`src/rtl/key_step_controller_pkg.sv`:
```
// Shared types and constants for the pushbutton-driven CPU step controller.
// The optional instruction counter is built only when KEY_STEP_CNT_EN is defined.
package key_step_controller_pkg;

  typedef logic [1:0] mode_t;

  typedef enum logic [1:0] {
    ST_STOP = 2'b00,
    ST_STEP = 2'b01,
    ST_RUN  = 2'b10,
    ST_HALT = 2'b11
  } state_t;

  localparam int DEFAULT_DEBOUNCE_CYCLES = 50000;

endpackage

```
`src/rtl/key_step_controller_debouncer.sv`:
```
// Synchronises and debounces one active-low pushbutton.
// Emits a one-cycle pulse when the key is accepted as pressed.
module key_debouncer
  import key_step_controller_pkg::*;
#(
  parameter int DEBOUNCE_CYCLES = DEFAULT_DEBOUNCE_CYCLES
) (
  input  logic clk,
  input  logic rst,
  input  logic key_n,
  output logic press,
  output logic level
);

  localparam int CNT_W = $clog2(DEBOUNCE_CYCLES + 1);
  localparam logic [CNT_W-1:0] CNT_LAST = CNT_W'(DEBOUNCE_CYCLES - 1);

  logic             sync1_reg;
  logic             sync2_reg;
  logic             stable_reg;
  logic             press_reg;
  logic [CNT_W-1:0] cnt_reg;

  always_ff @(posedge clk) begin
    if (!rst) begin
      sync1_reg  <= 1'b1;
      sync2_reg  <= 1'b1;
      stable_reg <= 1'b1;
      press_reg  <= 1'b0;
      cnt_reg    <= '0;
    end else begin
      sync1_reg <= key_n;
      sync2_reg <= sync1_reg;
      press_reg <= 1'b0;
      if (sync2_reg != stable_reg) begin
        // Accept the new level only after it has held for the full window.
        if (cnt_reg == CNT_LAST) begin
          stable_reg <= sync2_reg;
          cnt_reg    <= '0;
          press_reg  <= ~sync2_reg;
        end else begin
          cnt_reg <= cnt_reg + 1'b1;
        end
      end else begin
        cnt_reg <= '0;
      end
    end
  end

  assign press = press_reg;
  assign level = ~stable_reg;

endmodule

```
`src/rtl/key_step_controller.sv`:
```
// Free-run / stop / single-step / halt sequencer for the CPU clock-enable.
// Optional enabled-cycle counter: define KEY_STEP_CNT_EN.
module key_step_controller
  import key_step_controller_pkg::*;
#(
  parameter int DEBOUNCE_CYCLES = DEFAULT_DEBOUNCE_CYCLES
) (
  input  logic        clk,
  input  logic        rst,
  input  logic        key_step_n,
  input  logic        key_mode_n,
  input  logic        halt_in,
  output logic        cpu_en,
  output logic [1:0]  mode,
  output logic [15:0] instr_count
);

  localparam int KEY_STEP = 0;
  localparam int KEY_MODE = 1;

  logic [1:0] keys_n;
  logic [1:0] key_press;
  logic [1:0] unused_level;

  state_t state_reg;
  state_t state_next;

  assign keys_n = {key_mode_n, key_step_n};

  for (genvar gi = 0; gi < 2; gi++) begin : g_key
    key_debouncer #(
      .DEBOUNCE_CYCLES(DEBOUNCE_CYCLES)
    ) u_debouncer (
      .clk  (clk),
      .rst  (rst),
      .key_n(keys_n[gi]),
      .press(key_press[gi]),
      .level(unused_level[gi])
    );
  end

  always_ff @(posedge clk) begin
    if (!rst) state_reg <= ST_STOP;
    else      state_reg <= state_next;
  end

  // Mode key has priority over step key everywhere.
  always_comb begin
    state_next = state_reg;
    case (state_reg)
      ST_STOP: begin
        if (key_press[KEY_MODE])      state_next = ST_RUN;
        else if (key_press[KEY_STEP]) state_next = halt_in ? ST_HALT : ST_STEP;
      end
      ST_STEP: state_next = ST_STOP;
      ST_RUN: begin
        if (key_press[KEY_MODE]) state_next = ST_STOP;
        else if (halt_in)        state_next = ST_HALT;
      end
      ST_HALT: begin
        if (key_press[KEY_MODE]) state_next = ST_STOP;
      end
      default: state_next = ST_STOP;
    endcase
  end

  assign cpu_en = (state_reg == ST_STEP) | ((state_reg == ST_RUN) & ~halt_in);
  assign mode   = mode_t'(state_reg);

`ifdef KEY_STEP_CNT_EN
  logic [15:0] count_reg;

  always_ff @(posedge clk) begin
    if (!rst) begin
      count_reg <= '0;
    end else if ((state_reg == ST_HALT) && (state_next == ST_STOP)) begin
      count_reg <= '0;
    end else if (cpu_en) begin
      count_reg <= count_reg + 16'd1;
    end
  end

  assign instr_count = count_reg;
`else
  assign instr_count = 16'h0000;
`endif

endmodule

```
`config.mk`:
```
export PLATFORM = sky130hd
export DESIGN_NAME = key_step_controller
export DESIGN_NICKNAME = d
export VERILOG_FILES = /design/src/rtl/key_step_controller_pkg.sv /design/src/rtl/key_step_controller_debouncer.sv /design/src/rtl/key_step_controller.sv
export SDC_FILE = /design/constraint.sdc
export NUM_CORES = 1
export LEC_CHECK = 0
export BUFFER_PORTS_ARGS = -buffer_cell sky130_fd_sc_hd__buf_2
export CELL_PAD_IN_SITES_DETAIL_PLACEMENT = 0
export CELL_PAD_IN_SITES_GLOBAL_PLACEMENT = 1
export CORE_ASPECT_RATIO = 1.75
export CORE_MARGIN = 3
export CORE_UTILIZATION = 43
export CTS_CLUSTER_SIZE = 12
export DETAILED_ROUTE_END_ITERATION = 8
export PLACE_DENSITY = 0.81
export SLEW_MARGIN = 20
export SYNTH_ARGS = -nofsm -noshare
export SYNTH_HDL_FRONTEND = slang
export SYNTH_SLANG_ARGS = --single-unit
```
`constraint.sdc`:
```
create_clock -name clk -period 1.7 [get_ports clk]
set_input_delay 0.085 -clock clk [delete_from_list [all_inputs] [get_ports clk]]
set_output_delay 0.085 -clock clk [all_outputs]
set_load 0.05 [all_outputs]
```
==> reports/metrics.yaml, run 1 <==
run_status:
  status: "finished, final reports clean"
drt:
  routed_wl_mm: 3.545
  ant_nets: 0
  via_per_inst: 4.965
  wire_per_inst_um: 12.48
  drc_errors: 0
  drt_iter0_drc: 69
  vias: 1410
  firstDrtPassIters: 4
synthesis:
  yosys.area.top_type: "dfxtp_1"
  synth_ff_type: "dfxtp_1"
  synth-seq-area-share: 0.4335
  synthCells: 214
  syn_avg_cell_area_um2: 9.062
  async_flop_share: 0
  ys_ff_latch: 42
  yosys-top-cells-area: "dfxtp_1, xnor2_1, buf_4"
  synth_cell_type_count: 30
  syn_area_um2: 1939
  synth.top_cell.area_share: 0.4335
  synth_edf_count: 0
  yosysWarnings: 0
final_layout:
  syn_to_final_growth_pct: 10.84
  final_area_um2: 2150
  finalNetCount: 241
  n_antenna_cell: 0
  fillCellCount: 429
  drive_gt1_frac: 0.1489
  largest_register_ffs: 32
  final_core_util: 0.5084
power_and_ir_drop:
  p_leak_nw: 0.7556
  power_density_nw_per_um2: 868.2
  power_mw: 1.866
  peakVddDrop_uv: 801.8
sta:
  hold_violations: 0
  rsz0062_at_grt: "false"
  fin_setup_tns_ns: 0
  slew_violations: 0
  setup_violations: 0
  min_period_over_period: 0.8898
  fin_worst_skew_ns: 0.005870
  fmax_ghz: 0.6611
  min_period_ns: 1.513
flow_run:
  cap_violations: 0
worst_setup_path:
  rr_startpoint: "g_key[0].u_debouncer.cnt_reg[0]$_SDFF_PP0_"
  r2r_end: "g_key[0].u_debouncer.cnt_reg[4]$_SDFF_PP0_"
  cp-end-kind: "flip-flop"
  ff2ff_setup_slack_ns: 0.19
  path_class: "reg2reg"
  r2r_cells: 5
  cp.arrival_ns: 1.73
  required_ns: 1.92
  crit_fanout: 16
  cp-start-kind: "flip-flop"
global_route:
  track_usage: 0.1502
  grt_pass1_vias: 1400
  gr-total-overflow: 0
  grt_pass1_wl_mm: 6.265
  antenna_found_initial: 0
  grt_start_max_net_pins: 17
worst_hold_path:
  min_to: "g_key[0].u_debouncer.stable_reg$_SDFFE_PN1P_"
  hold_start: "rst"
  hold_path.class: "in2reg"
  hold_depth: 2
die:
  start_util: 0.4587
  die-width_um: 56.77
  die_area_um2: 5384
  rows: 31
  io_pins: 24
  die_h_um: 94.84
  core_um2: 4228
place:
  portBuffers: 7
  hpwlAfterDp_mm: 2.606
  place_area_um2: 2013
  place_congestion: 0.7233
clock_tree:
  cts-root-buf: "clkbuf_8"
  htreeDepth: 2
  cts_tree: "done"
  clk_pin_slew_ns: 0.08
  clock_sink_count: 42
  clock_path_buffers: 2
  insertion_delay_ns: 0.29
  cts_made_buffers: 5
## critical path, stage by stage (launching register included)
cell and delay (ns):
dfxtp_1 0.34, ha_1 0.23, and3_1 0.22, nand4_1 0.15
nand3_2 0.30, nor2_1 0.19
## power by group
part           internal (mW)  leakage [nW]  switching [mW]
clock                  0.432        0.0579           0.334
combinational         0.0126         0.358          0.0947
sequential             0.989         0.339         0.00382
total                   1.43         0.756           0.433
## per-layer routing
layer  up-vias  global-route usage  part of all wire
li1        729                   -                 -
met1       665              0.1593              0.39
met2        12              0.2799              0.58
met3         4             0.03694             0.023
met4         0             0.05803            0.0096
met5         -                   0                 0
## final cells by class
class                           instances  area [um^2]  share of cell area
Clock buffer                            5        68.82             0.03201
Clock inverter                          3        40.04             0.01863
Inverter                                7        26.28             0.01222
Multi-Input combinational cell        161        997.2              0.4639
Sequential cell                        42        840.8              0.3912
Tap cell                               49        61.31             0.02852
Timing Repair Buffer                   17        115.1             0.05355
## cells by family (layout without fill, tap and decap cells)
group,after synthesis,in the layout,synth area share
and+or+nand+nor,106,106,0.3032
other,1,16,0.001934
buffers and inverters,26,32,0.08516
xor gates and xnor gates,30,30,0.1355
AOI/OAI and AO/OA,4,4,0.01161
adders and majority gates,2,2,0.01290
muxes,3,3,0.01613
DFF,42,42,0.4336
## synthesized netlist by cell type (2+ instances only)
| library cell | instances |
|---|---|
| a21oi_1 | 2 |
| and3_1 | 3 |
| and4b_1 | 2 |
| buf_4 | 18 |
| dfxtp_1 | 42 |
| ha_1 | 2 |
| inv_1 | 7 |
| mux2i_1 | 2 |
| nand2_1 | 12 |
| nand2b_1 | 5 |
| nand3_1 | 9 |
| nand3_2 | 3 |
| nand4_1 | 7 |
| nor2_1 | 34 |
| nor2_2 | 4 |
| nor3_1 | 9 |
| nor4_1 | 10 |
| nor4b_1 | 3 |
| xnor2_1 | 23 |
| xor2_1 | 7 |
## timing repair
action                                 CTS  global route
setup endpoints to repair                0             2
gates resized for setup                  0             1
hold buffers                             2             0
setup buffers                            0             0
endpoints found under the hold margin    2             0
## worst max path at each step
stage | from | cells past startpoint | end | slack (ns)
6_report | g_key[0].u_debouncer.cnt_reg[0]$_SDFF_PP0_ | 5 | g_key[0].u_debouncer.cnt_reg[4]$_SDFF_PP0_ | 0.19
5_1_grt | g_key[0].u_debouncer.cnt_reg[0]$_SDFF_PP0_ | 5 | g_key[0].u_debouncer.cnt_reg[1]$_SDFF_PP0_ | 0.02
4_1_cts | g_key[1].u_debouncer.cnt_reg[0]$_SDFF_PP0_ | 5 | g_key[1].u_debouncer.cnt_reg[0]$_SDFF_PP0_ | 0.12
3_5_place_dp | g_key[1].u_debouncer.cnt_reg[0]$_SDFF_PP0_ | 5 | g_key[1].u_debouncer.cnt_reg[0]$_SDFF_PP0_ | 0.16
3_3_place_gp | g_key[1].u_debouncer.cnt_reg[0]$_SDFF_PP0_ | 5 | g_key[1].u_debouncer.cnt_reg[6]$_SDFF_PP0_ | 0.21
2_1_floorplan | g_key[0].u_debouncer.cnt_reg[0]$_SDFF_PP0_ | 6 | g_key[0].u_debouncer.cnt_reg[15]$_SDFF_PP0_ | 0.31
## through the flow
| step | setup slack [ns] | hold slack (ns) | instances |
|---|---|---|---|
| 6_report | 0.1874 | 0.1029 | 284 |
| 5_1_grt | 0.02325 | 0.1089 | 284 |
| 4_1_cts | 0.1197 | 0.08138 | 284 |
| 3_5_place_dp | 0.1632 | 0.2787 | 274 |
| 3_3_place_gp | 0.2126 | 0.2743 | 274 |
| 2_1_floorplan | 0.3112 | 0.1865 | 229 |
## layout by cell type, fill, tap and decap left out, drive strengths merged
cell type,n
a21oi,2
and3,3
and4b,2
and4bb,1
buf,15
bufinv,1
clkbuf,5
clkinv,2
conb,16
dfxtp,42
dlygate4sd3,2
ha,2
inv,7
mux2,1
mux2i,2
nand2,12
nand2b,5
nand3,12
nand4,9
nor2,38
nor2b,1
nor3,9
nor4,10
nor4b,4
o21a,1
o21ai,1
xnor2,23
xor2,7
Power figures use the tool's default switching activity.
==> inputs of run 2 (changes only) <==
--- a/config.mk
+++ b/config.mk
@@ -17,4 +17,5 @@
 export SLEW_MARGIN = 20
 export SYNTH_ARGS = -nofsm -noshare
 export SYNTH_HDL_FRONTEND = slang
+export SYNTH_HIERARCHICAL = 1
 export SYNTH_SLANG_ARGS = --single-unit
==> reports/metrics.yaml, run 2 <==
die:
  core_um2: 4444  # +5.1%
  io_pins: 24  # unchanged
  die_area_um2: 5485  # +1.9%
  rows: 32  # +3.2%
  start_util: 0.4454  # -0.01333
  die-width_um: 57.29  # +0.92%
  die_h_um: 95.75  # +0.96%
global_route:
  grt_pass1_vias: 1486  # +6.1%
  met2_usage: 0.2758  # -0.004159
  track_usage: 0.1488  # -0.001361
  gr-total-overflow: 0  # unchanged
  antenna_found_initial: 0  # unchanged
  met3_usage: 0.03087  # -0.006063
  grt_pass1_wl_mm: 6.382  # +1.9%
  grt_start_max_net_pins: 17  # unchanged
  use_met1: 0.1525  # -0.006822
  top_usage_layer: "met2"
final_layout:
  largest_register_ffs: 32  # unchanged
  finalNetCount: 263  # +9.1%
  drive_gt1_frac: 0.2062  # +0.05729
  layout_common_cells: "dfxtp_1, nor2_1, buf_4"
  n_antenna_cell: 0  # unchanged
  syn_to_final_growth_pct: 16.56
  final_common_cell: "dfxtp_1"
  final_area_um2: 2307  # +7.3%
worst_hold_path:
  hold_path.class: "in2reg"
  hold_depth: 3  # +1
worst_setup_path:
  r2r_end: "g_key[1].u_debouncer/cnt_reg[8]$_SDFF_PP0_"
  cp-start-kind: "flip-flop"
  worstSetupStartpoint: "g_key[1].u_debouncer/cnt_reg[11]$_SDFF_PP0_"
  crit_end: "g_key[1].u_debouncer/cnt_reg[8]$_SDFF_PP0_"
  cp.arrival_ns: 1.87  # +0.14 ns
  required_ns: 1.89  # -0.03 ns
  r2r_cells: 4  # -1
  cp-end-kind: "flip-flop"
  path_class: "reg2reg"
  ff2ff_setup_slack_ns: 0.02  # -0.17 ns
  rr_startpoint: "g_key[1].u_debouncer/cnt_reg[11]$_SDFF_PP0_"
  crit_fanout: 7  # -9
synthesis:
  synth_edf_count: 0  # unchanged
  synth.most_common_cell: "dfxtp_1"
  synth-seq-area-share: 0.4248  # -0.008770
  synthCells: 220  # +2.8%
  yosys.area.top_type: "dfxtp_1"
  synthTopCellsByCount: "dfxtp_1, nor2_1, xnor2_1, buf_4"
  synth.top_cell.area_share: 0.4248  # -0.008770
  synth_ff_type: "dfxtp_1"
  ys_ff_latch: 42  # unchanged
  yosysWarnings: 6  # +6
  syn_avg_cell_area_um2: 8.997  # -0.72%
  async_flop_share: 0  # unchanged
  syn_area_um2: 1979  # +2.1%
  yosys-top-cells-area: "dfxtp_1, xnor2_1, nor2_1"
  synth_cell_type_count: 29  # -3.3%
drt:
  drc_errors: 0  # unchanged
  ant_nets: 0  # unchanged
  via_per_inst: 4.906  # -1.2%
  firstDrtPassIters: 5  # +1
  drt_iter0_drc: 35  # -49%
  vias: 1511  # +7.2%
  routed_wl_mm: 3.729  # +5.2%
  wire_per_inst_um: 12.11  # -3.0%
place:
  hpwlAfterDp_mm: 2.676  # +2.7%
  portBuffers: 7  # unchanged
  place_congestion: 0.8114  # +12%
  place_area_um2: 2142  # +6.4%
  dp_slack_ns: 0.01429  # -0.1490 ns
sta:
  min_period_over_period: 0.9894  # +0.09967
  setup_violations: 0  # unchanged
  hold_violations: 0  # unchanged
  relSlewSlack: 0.6331
  min_period_ns: 1.682  # +0.1694 ns
  rsz0062_at_grt: "true"
  layout_setup_ws_ns: 0.01797  # -0.1694 ns
  fin_worst_skew_ns: 0.01283  # +0.006959 ns
  slew_violations: 0  # unchanged
  worst_slew_pin_slew_ns: 0.5485
  holdWs_ns: 0.1021  # -0.0008760 ns
  fmax_ghz: 0.5945  # -10%
clock_tree:
  clock_path_buffers: 2  # unchanged
  cts_tree: "done"
  cts_made_buffers: 5  # unchanged
  cts-root-buf: "clkbuf_8"
  clk_pin_slew_ns: 0.09  # about the same
  htreeDepth: 2  # unchanged
  insertion_delay_ns: 0.29  # about the same
  clock_sink_count: 42  # unchanged
run_status:
  status: "finished, final reports clean"
power_and_ir_drop:
  power_mw: 1.763  # -5.5%
  power_density_nw_per_um2: 764.2  # -12%
  p_leak_nw: 0.8103  # +7.2%
  switching_share: 0.2638  # +0.03178
  clkPwrFrac: 0.372  # -0.039
  p_sw_mw: 0.4650  # +7.4%
  power_frac_seq: 0.562  # +0.030
  intPower_mw: 1.298  # -9.4%
  peakVddDrop_uv: 462.0  # -42%
  power.share.combinational: 0.066  # +0.008
flow_run:
  cap_violations: 0  # unchanged
[run 2: changes by cell type after synthesis, sizes merged, moves of 3 or more]
| cell | previous run | this run |
|---|---|---|
| nor2 | 38 | 35 |
| xor2 | 7 | 10 |
| or4 | 0 | 4 |
| nor4b | 4 | 0 |
| inv | 7 | 10 |
| xnor2 | 23 | 20 |
[run 2: through the flow]
| stage | utilization | std cells | TNS [ns] |
|---|---|---|---|
| final | 0.5191 | 308 | 0 |
| after global routing | 0.5191 | 308 | -0.1343 |
| after CTS | 0.5118 | 307 | 0 |
| after detailed placement | 0.4820 | 295 | 0 |
| after global placement | 0.4820 | 295 | 0 |
| after floorplan | - | 235 | 0 |
[run 2: area by class of cell]
type,count,area [um^2]
multi-input cells,165,1042
repair buffers,32,227.7
well taps,51,63.81
flip-flops and latches,42,843.3
clock inverters,3,23.77
fillers,423,2137
inverters,10,37.54
clock buffers,5,68.82
[run 2: metal layers]
layer	part of all wire	routed length [um]	up-vias
li1	-	-	794
met1	0.40	1491	686
met2	0.55	2042	21
met3	0.024	89	10
met4	0.028	106	0
met5	0	0	-
[run 2: how the worst min path moves through the flow]
stage,start,to
after CTS,halt_in,mode[0]$_SDFFE_PN0P_
after global routing,halt_in,mode[0]$_SDFFE_PN0P_
final,halt_in,mode[0]$_SDFFE_PN0P_
after floorplan,rst,g_key[0].u_debouncer/sync1_reg$_SDFF_PN1_
after global placement,key_mode_n,g_key[1].u_debouncer/sync1_reg$_SDFF_PN1_
after detailed placement,key_mode_n,g_key[1].u_debouncer/sync1_reg$_SDFF_PN1_
[run 2: critical path, cell delays in order, from the launching register on]
cell	delay [ns]
dfxtp_2	0.33
or4_4	0.53
or4_4	0.49
nand3_4	0.17
nor2_1	0.06
[run 2: power groups by stage]
stage | logic (mW) | registers, mW | clock network (mW)
floorplan | 0.123 | 1.01 | 0
global placement | 0.106 | 1.01 | 0
detailed placement | 0.107 | 1.01 | 0
CTS | 0.114 | 0.992 | 0.687
global route | 0.123 | 0.992 | 0.716
finish | 0.117 | 0.992 | 0.655
[run 2: timing repair]
item	4_1_cts	5_1_grt
pin swaps	0	1
buffers inserted	0	1
endpoints found under the setup margin	3	20
endpoints found under the hold margin	2	0
gates resized for setup	0	7
gates cloned	2	0
hold buffers	2	0
[run 2: cell families (layout without fill, tap and decap cells)]
logic type | count (synthesis) | count (layout) | synth area share
mux | 2 | 2 | 0.01075
xor+xnor | 30 | 30 | 0.1327
fa+ha+maj | 2 | 2 | 0.01264
compound gates | 5 | 5 | 0.01769
buf+inv | 30 | 50 | 0.09862
simple gates | 108 | 110 | 0.3009
other cells | 1 | 16 | 0.001895
flops | 42 | 42 | 0.4248
